$ cat config.mk
export PLATFORM = sky130hd
export DESIGN_NAME = brp_bimodal_btb
export DESIGN_NICKNAME = d
export VERILOG_FILES = /design/src/rtl/rv32i_types.sv /design/src/rtl/brp_sat_ctr.sv /design/src/rtl/brp_bimodal_btb.sv
export SDC_FILE = /design/constraint.sdc
export NUM_CORES = 2
export LEC_CHECK = 0
export CORE_UTILIZATION = 40
export DETAILED_ROUTE_END_ITERATION = 16
export GPL_TIMING_DRIVEN = 0
export SLEW_MARGIN = 20
export SYNTH_ARGS = -nofsm -noshare
export SYNTH_HDL_FRONTEND = slang
export SYNTH_SLANG_ARGS = --single-unit
export TNS_END_PERCENT = 10
$ cat constraint.sdc
create_clock -name clk -period 8.16 [get_ports clk]
set_input_delay 1.632 -clock clk [delete_from_list [all_inputs] [get_ports clk]]
set_output_delay 1.632 -clock clk [all_outputs]
set_load 0.1 [all_outputs]
$ cat src/rtl/rv32i_types.sv
// Shared types for the branch predictor: BTB entry, PHT counter, EX update bundle.
// No ports; imported by brp_sat_ctr and brp_bimodal_btb.
package rv32i_types;

   // Widest tag any legal ENTRIES/TAG_BITS pair can need (32 - 2 - log2(4)).
   localparam int BRP_TAG_MAX = 28;

   typedef enum logic [1:0] {
      SNT = 2'b00,
      WNT = 2'b01,
      WT  = 2'b10,
      ST  = 2'b11
   } brp_ctr_t;

   typedef struct packed {
      logic                   valid;
      logic                   jal;
      logic [BRP_TAG_MAX-1:0] tag;
      logic [31:0]            target;
   } brp_btb_entry_t;

   typedef struct packed {
      logic        valid;
      logic [31:0] pc;
      logic        is_br;
      logic        is_jal;
      logic        taken;
      logic [31:0] target;
      logic        mispredict;
   } brp_upd_t;

endpackage

$ cat src/rtl/brp_sat_ctr.sv
// 2-bit saturating counter next-state function for PHT entries.
// Ports: ctr (current state), inc (taken), nxt (next state).
module brp_sat_ctr
   import rv32i_types::*;
(
   input  brp_ctr_t ctr,
   input  logic     inc,
   output brp_ctr_t nxt
);

   always_comb begin
      nxt = ctr;
      unique case (ctr)
         SNT: nxt = inc ? WNT : SNT;
         WNT: nxt = inc ? WT  : SNT;
         WT:  nxt = inc ? ST  : WNT;
         ST:  nxt = inc ? ST  : WT;
      endcase
   end

endmodule

$ cat src/rtl/brp_bimodal_btb.sv
// Dynamic branch predictor: 2-bit PHT (bimodal or gshare index) plus tagged BTB.
// Ports: clk, rst (async active-low), stall; lookup_pc -> pred_hit/taken/target
// (combinational); upd_* train from EX; stat_* counters when BRP_STATS_EN is
// defined, otherwise tied to 0.
module brp_bimodal_btb
   import rv32i_types::*;
#(
   parameter int ENTRIES  = 64,
   parameter int TAG_BITS = 8,
   parameter int GSHARE   = 0
) (
   input  logic        clk,
   input  logic        rst,
   input  logic        stall,
   input  logic [31:0] lookup_pc,
   output logic        pred_hit,
   output logic        pred_taken,
   output logic [31:0] pred_target,
   input  logic        upd_valid,
   input  logic [31:0] upd_pc,
   input  logic        upd_is_br,
   input  logic        upd_is_jal,
   input  logic        upd_taken,
   input  logic [31:0] upd_target,
   input  logic        upd_mispredict,
   output logic [31:0] stat_branches,
   output logic [31:0] stat_mispredicts
);

   localparam int IDX = $clog2(ENTRIES);

   function automatic logic [BRP_TAG_MAX-1:0] tag_of(input logic [31:0] pc);
      logic [31:0] mask;
      mask = (32'd1 << TAG_BITS) - 32'd1;
      return BRP_TAG_MAX'((pc >> (IDX + 2)) & mask);
   endfunction

   brp_btb_entry_t btb [ENTRIES];
   brp_ctr_t       pht [ENTRIES];
   logic [IDX-1:0] ghr;

   brp_upd_t upd;

   assign upd.valid      = upd_valid;
   assign upd.pc         = upd_pc;
   assign upd.is_br      = upd_is_br;
   assign upd.is_jal     = upd_is_jal;
   assign upd.taken      = upd_taken;
   assign upd.target     = upd_target;
   assign upd.mispredict = upd_mispredict;

   // Lookup path
   logic [IDX-1:0] lk_bidx;
   logic [IDX-1:0] lk_pidx;
   brp_btb_entry_t lk_ent;
   brp_ctr_t       lk_ctr;

   assign lk_bidx = lookup_pc[IDX+1:2];
   assign lk_pidx = (GSHARE != 0) ? (lk_bidx ^ ghr) : lk_bidx;
   assign lk_ent  = btb[lk_bidx];
   assign lk_ctr  = pht[lk_pidx];

   assign pred_hit    = lk_ent.valid && (lk_ent.tag == tag_of(lookup_pc));
   assign pred_taken  = pred_hit && (lk_ent.jal || lk_ctr[1]);
   assign pred_target = pred_hit ? lk_ent.target : 32'd0;

   // Training path
   logic [IDX-1:0] up_bidx;
   logic [IDX-1:0] up_pidx;
   brp_ctr_t       up_cur;
   brp_ctr_t       up_nxt;
   logic           train;
   logic           wr_pht;
   logic           wr_btb;

   assign up_bidx = upd.pc[IDX+1:2];
   assign up_pidx = (GSHARE != 0) ? (up_bidx ^ ghr) : up_bidx;
   assign up_cur  = pht[up_pidx];

   assign train  = upd.valid && !stall;
   assign wr_pht = train && upd.is_br;
   // Not-taken branches leave the BTB alone so a jal/taken entry survives.
   assign wr_btb = train && ((upd.is_br && upd.taken) || upd.is_jal);

   brp_sat_ctr u_sat_ctr (
      .ctr (up_cur),
      .inc (upd.taken),
      .nxt (up_nxt)
   );

   always_ff @(posedge clk or negedge rst) begin
      if (!rst) begin
         for (int i = 0; i < ENTRIES; i++) begin
            btb[i] <= '0;
            pht[i] <= WNT;
         end
         ghr <= '0;
      end else begin
         if (wr_pht) begin
            pht[up_pidx] <= up_nxt;
         end
         if (wr_pht && (GSHARE != 0)) begin
            ghr <= {ghr[IDX-2:0], upd.taken};
         end
         if (wr_btb) begin
            btb[up_bidx] <= '{
               valid:  1'b1,
               jal:    upd.is_jal,
               tag:    tag_of(upd.pc),
               target: upd.target
            };
         end
      end
   end

`ifdef BRP_STATS_EN
   logic [31:0] br_cnt;
   logic [31:0] mp_cnt;
   logic        cf_upd;

   assign cf_upd = train && (upd.is_br || upd.is_jal);

   always_ff @(posedge clk or negedge rst) begin
      if (!rst) begin
         br_cnt <= '0;
         mp_cnt <= '0;
      end else if (cf_upd) begin
         if (br_cnt != '1) begin
            br_cnt <= br_cnt + 32'd1;
         end
         if (upd.mispredict && (mp_cnt != '1)) begin
            mp_cnt <= mp_cnt + 32'd1;
         end
      end
   end

   assign stat_branches    = br_cnt;
   assign stat_mispredicts = mp_cnt;

   logic unused_bits;
   assign unused_bits = &{1'b0, lookup_pc[1:0], upd_pc[1:0]};
`else
   assign stat_branches    = 32'd0;
   assign stat_mispredicts = 32'd0;

   logic unused_bits;
   assign unused_bits = &{1'b0, lookup_pc[1:0], upd_pc[1:0],
                          upd.mispredict};
`endif

endmodule

==> load_flow_metrics.sql <==
INSERT INTO impl_metrics (metric_group, metric, value, unit) VALUES
('critical_path', 'required', '6.53', 'ns'),
('die', 'die_w', '569', 'um'),
('critical_path', 'cell_occurring_most_often_along_the_worst_timing_path', 'sky130_fd_sc_hd__buf_4', ''),
('synth', 'netlist_area', '128000', 'um2'),
('timing', 'final_min_period_over_clock_period', '102', '%'),
('grt', 'grt_pass1_wl', '674000', 'um'),
('synth', 'netlist_instances', '8213', ''),
('timing', 'crit_path_time_final', '8.29', 'ns'),
('place', 'placement.setup.worst_slack', '-2.08', 'ns'),
('timing', 'max_freq', '121', 'MHz'),
('synth', 'synth_enable_flop_cells', '0', ''),
('synth', 'ys.warnings.count', '0', ''),
('die', 'boundaryPins', '202', ''),
('outcome', 'outcome', 'finished with violations', ''),
('finish', 'filler_cell_count', '27500', ''),
('worst_hold_path', 'worst_hold_startpoint', 'btb[867]$_DFFE_PN0P_', ''),
('die', 'placement_rows', '207', ''),
('finish', 'multiInputGateArea', '54500', 'um2'),
('power_and_ir_drop', 'p_leak', '68.7', 'nW'),
('power_and_ir_drop', 'cellPowerDensity', '225', 'nW/um2'),
('timing', 'timing.final.hold_violations', '0', ''),
('critical_path', 'critical_path.startpoint_type', 'primary input', ''),
('outcome', 'violations', 'negative setup slack', ''),
('clocking', 'tritoncts_num_sinks', '2816', ''),
('synth', 'synth_cell_type_count', '76', ''),
('place', 'finalWeightedCongestion', '0.949', ''),
('timing', 'fin_hold_ws', '0.462', 'ns'),
('finish', 'layout.cell_area.non_filler', '148000', 'um2'),
('critical_path', 'end_kind', 'output port', ''),
('clocking', 'tritoncts', 'built', ''),
('place', 'dp_hpwl', '336000', 'um'),
('timing', 'finalSetupViolations', '17', ''),
('synth', 'ys_dominant_reg_cell', 'sky130_fd_sc_hd__dfrtp_1', ''),
('worst_hold_path', 'holdPathStages', '1', ''),
('clocking', 'cts.clk_slew.worst_paths', '0.06', 'ns'),
('clocking', 'number_of_h_tree_levels', '5', ''),
('detailed_routing', 'routed-via-count', '81300', ''),
('place', 'placedCellCount', '12700', ''),
('synth', 'syn_area_per_cell', '15.6', 'um2'),
('finish', 'seq_area', '70500', 'um2'),
('worst_hold_path', 'hp-class', 'reg -> reg', ''),
('worst_hold_path', 'min_to', 'btb[867]$_DFFE_PN0P_', ''),
('critical_path', 'reg2regPathDepth', '9', ''),
('timing', 'timing.max_slew.rel_slack', '5.06', '%'),
('critical_path', 'setup.worst_path.class', 'in -> out', ''),
('synth', 'ys_async_sr_fraction', '100', '%'),
('clocking', 'insertion_delay', '0.94', 'ns'),
('grt', 'grt_pass1_vias', '85000', ''),
('detailed_routing', 'drt.antenna.violating_nets', '0', ''),
('timing', 'setup_slack', '-0.126', 'ns'),
('detailed_routing', 'finalWirelength', '482000', 'um'),
('detailed_routing', 'via_per_inst', '6.12', ''),
('grt', 'track_usage', '29.8', '%'),
('clocking', 'cts_made_buffers', '315', ''),
('critical_path', 'worstSetupStartpoint', 'lookup_pc[2]', ''),
('critical_path', 'maximum_fanout_along_the_worst_path', '10', ''),
('critical_path', 'timing.critical_path.slowest_stage_cell', 'sky130_fd_sc_hd__nor4_4', ''),
('detailed_routing', 'dr.pass1.iters', '8', ''),
('critical_path', 'cp_cell_sequence', 'buf_6 -> buf_12 -> buf_12 -> buf_8 -> buf_4 -> buf_4 -> buf_4 -> mux2i_1 -> o22ai_1 -> nor4_2 -> xor2_1 -> nand4_4 -> buf_12 -> buf_6 -> nor4_4 -> buf_4', ''),
('critical_path', 'critical-path-top-delay-family', 'buffers and inverters', ''),
('die', 'coreArea', '319000', 'um2'),
('critical_path', 'path_buf_inv', '10', ''),
('flow_run', 'cap_violations', '0', ''),
('power_and_ir_drop', 'report.power.total', '33.2', 'mW'),
('die', 'dieArea', '323000', 'um2'),
('clocking', 'number_of_buffers_between_clock_root_and_the_deepest_sink', '4', ''),
('timing', 'max_slew.worst_pin.slew', '1.42', 'ns'),
('die', 'fp.dieH', '569', 'um'),
('finish', 'area.growth.synth_to_final', '15.0', '%'),
('grt', 'grt_overflow_total', '0', ''),
('die', 'starting_density_of_the_core', '40.3', '%');
==> cell families (layout without fill, tap and decap cells) <==
group / count (synthesis) / count (layout) / synth area share, %
xor+xnor: 8 / 8 / 0.0721
flops: 2816 / 2816 / 54.9
buf+inv: 911 / 1625 / 3.14
mux: 3492 / 3492 / 37.5
other cells: 1 / 84 / 0.00292
compound gates: 401 / 401 / 2.04
fa+ha+maj: 1 / 1 / 0.00779
simple gates: 583 / 583 / 2.31
==> final cells by class <==
class	instances	area share (%)
repair buffers	141	1.60
clock buffers	487	6.43
well taps	4284	3.63
flip-flops and latches	2816	47.7
plain buffers	903	2.96
inverters	8	0.0203
diodes	20	0.0339
clock inverters	86	0.699
multi-input cells	4549	36.9
==> synthesized netlist by cell type, types with 7 or more instances <==
cell / n / area [um2]
sky130_fd_sc_hd__a211oi_1: 11 / 82.6
sky130_fd_sc_hd__a21oi_1: 117 / 586
sky130_fd_sc_hd__a221oi_1: 39 / 342
sky130_fd_sc_hd__a22o_1: 33 / 289
sky130_fd_sc_hd__a22oi_1: 13 / 97.6
sky130_fd_sc_hd__a31oi_1: 38 / 238
sky130_fd_sc_hd__and2_1: 7 / 43.8
sky130_fd_sc_hd__and3_1: 10 / 62.6
sky130_fd_sc_hd__buf_1: 92 / 345
sky130_fd_sc_hd__buf_2: 111 / 556
sky130_fd_sc_hd__buf_4: 79 / 593
sky130_fd_sc_hd__buf_6: 14 / 158
sky130_fd_sc_hd__clkbuf_1: 602 / 2260
sky130_fd_sc_hd__dfrtp_1: 2752 / 68900
sky130_fd_sc_hd__dfstp_2: 64 / 1680
sky130_fd_sc_hd__mux2_1: 114 / 1280
sky130_fd_sc_hd__mux2_2: 2521 / 28400
sky130_fd_sc_hd__mux2i_1: 64 / 641
sky130_fd_sc_hd__mux4_2: 791 / 17800
sky130_fd_sc_hd__nand2_1: 157 / 589
sky130_fd_sc_hd__nand2b_1: 14 / 87.6
sky130_fd_sc_hd__nand3_1: 13 / 65.1
sky130_fd_sc_hd__nand3b_1: 7 / 52.6
sky130_fd_sc_hd__nor2_1: 182 / 683
sky130_fd_sc_hd__nor2b_1: 21 / 131
sky130_fd_sc_hd__nor3_1: 44 / 220
sky130_fd_sc_hd__nor3b_1: 9 / 67.6
sky130_fd_sc_hd__nor4_2: 28 / 350
sky130_fd_sc_hd__o21ai_0: 73 / 365
sky130_fd_sc_hd__o221ai_1: 7 / 61.3
sky130_fd_sc_hd__o22ai_1: 17 / 106
sky130_fd_sc_hd__o31ai_1: 17 / 128
sky130_fd_sc_hd__or2_2: 62 / 388
==> per-stage QoR <==
step	setup TNS, ns	utilization (%)
after floorplan	-0.794	-
after global placement	-	42.2
after detailed placement	-57.96	42.9
after CTS	-0.111	46.3
after global routing	-0.0808	46.3
final	-0.664	46.3
==> where the power goes <==
group          internal (mW)  leakage (nW)  switching, mW
Sequential              14.8          38.5          0.460
Clock                   8.56          5.21           6.12
Combinational           1.39          25.0           1.88
Total                   24.8          68.7           8.46
==> worst max path at each step <==
| stage | slack, ns | depth (start not counted) | end |
|---|---|---|---|
| after floorplan | -0.20 | 11 | pred_taken |
| after global placement | -118.25 | 1 | btb[532]$_DFFE_PN0P_ |
| after detailed placement | -2.08 | 12 | pred_target[8] |
| after CTS | -0.08 | 14 | pred_target[18] |
| after global routing | -0.08 | 16 | pred_target[8] |
| final | -0.13 | 16 | pred_target[8] |
==> routing by layer <==
layer,part of all wire (%),vias up,GRT usage [%]
met5,0.029,-,0
met4,6.4,22,16.1
met1,40,44600,38.9
li1,-,31400,-
met2,45,4053,44.9
met3,9.2,1198,8.38
==> cell usage in the layout, fill, tap and decap left out, drive strengths merged, types with 21 or more instances in the layout <==
cell and count:
inv 26, a221oi 39, nor2 182, dfrtp 2752, mux2 2635, buf 409, dfstp 64, a31oi 38
or2 62, conb 64, clkinv 50, clkbuf 1094, mux4 793, nor3 44, nor2b 21, mux2i 64
a22o 33, a21oi 117, o21ai 76, nor4 33, nand2 157
==> state kept, by name, summed over array words and instances (netlist names) <==
name and flops:
pht 128, btb 2688
==> repair_timing <==
item,in CTS,in global routing
gates resized for setup,272,19
buffers inserted,3,0
pin swaps,5,0
gates cloned,0,0
endpoints found under the setup margin,34,27
hold buffers,0,0
(Power assumes the default switching activity.)
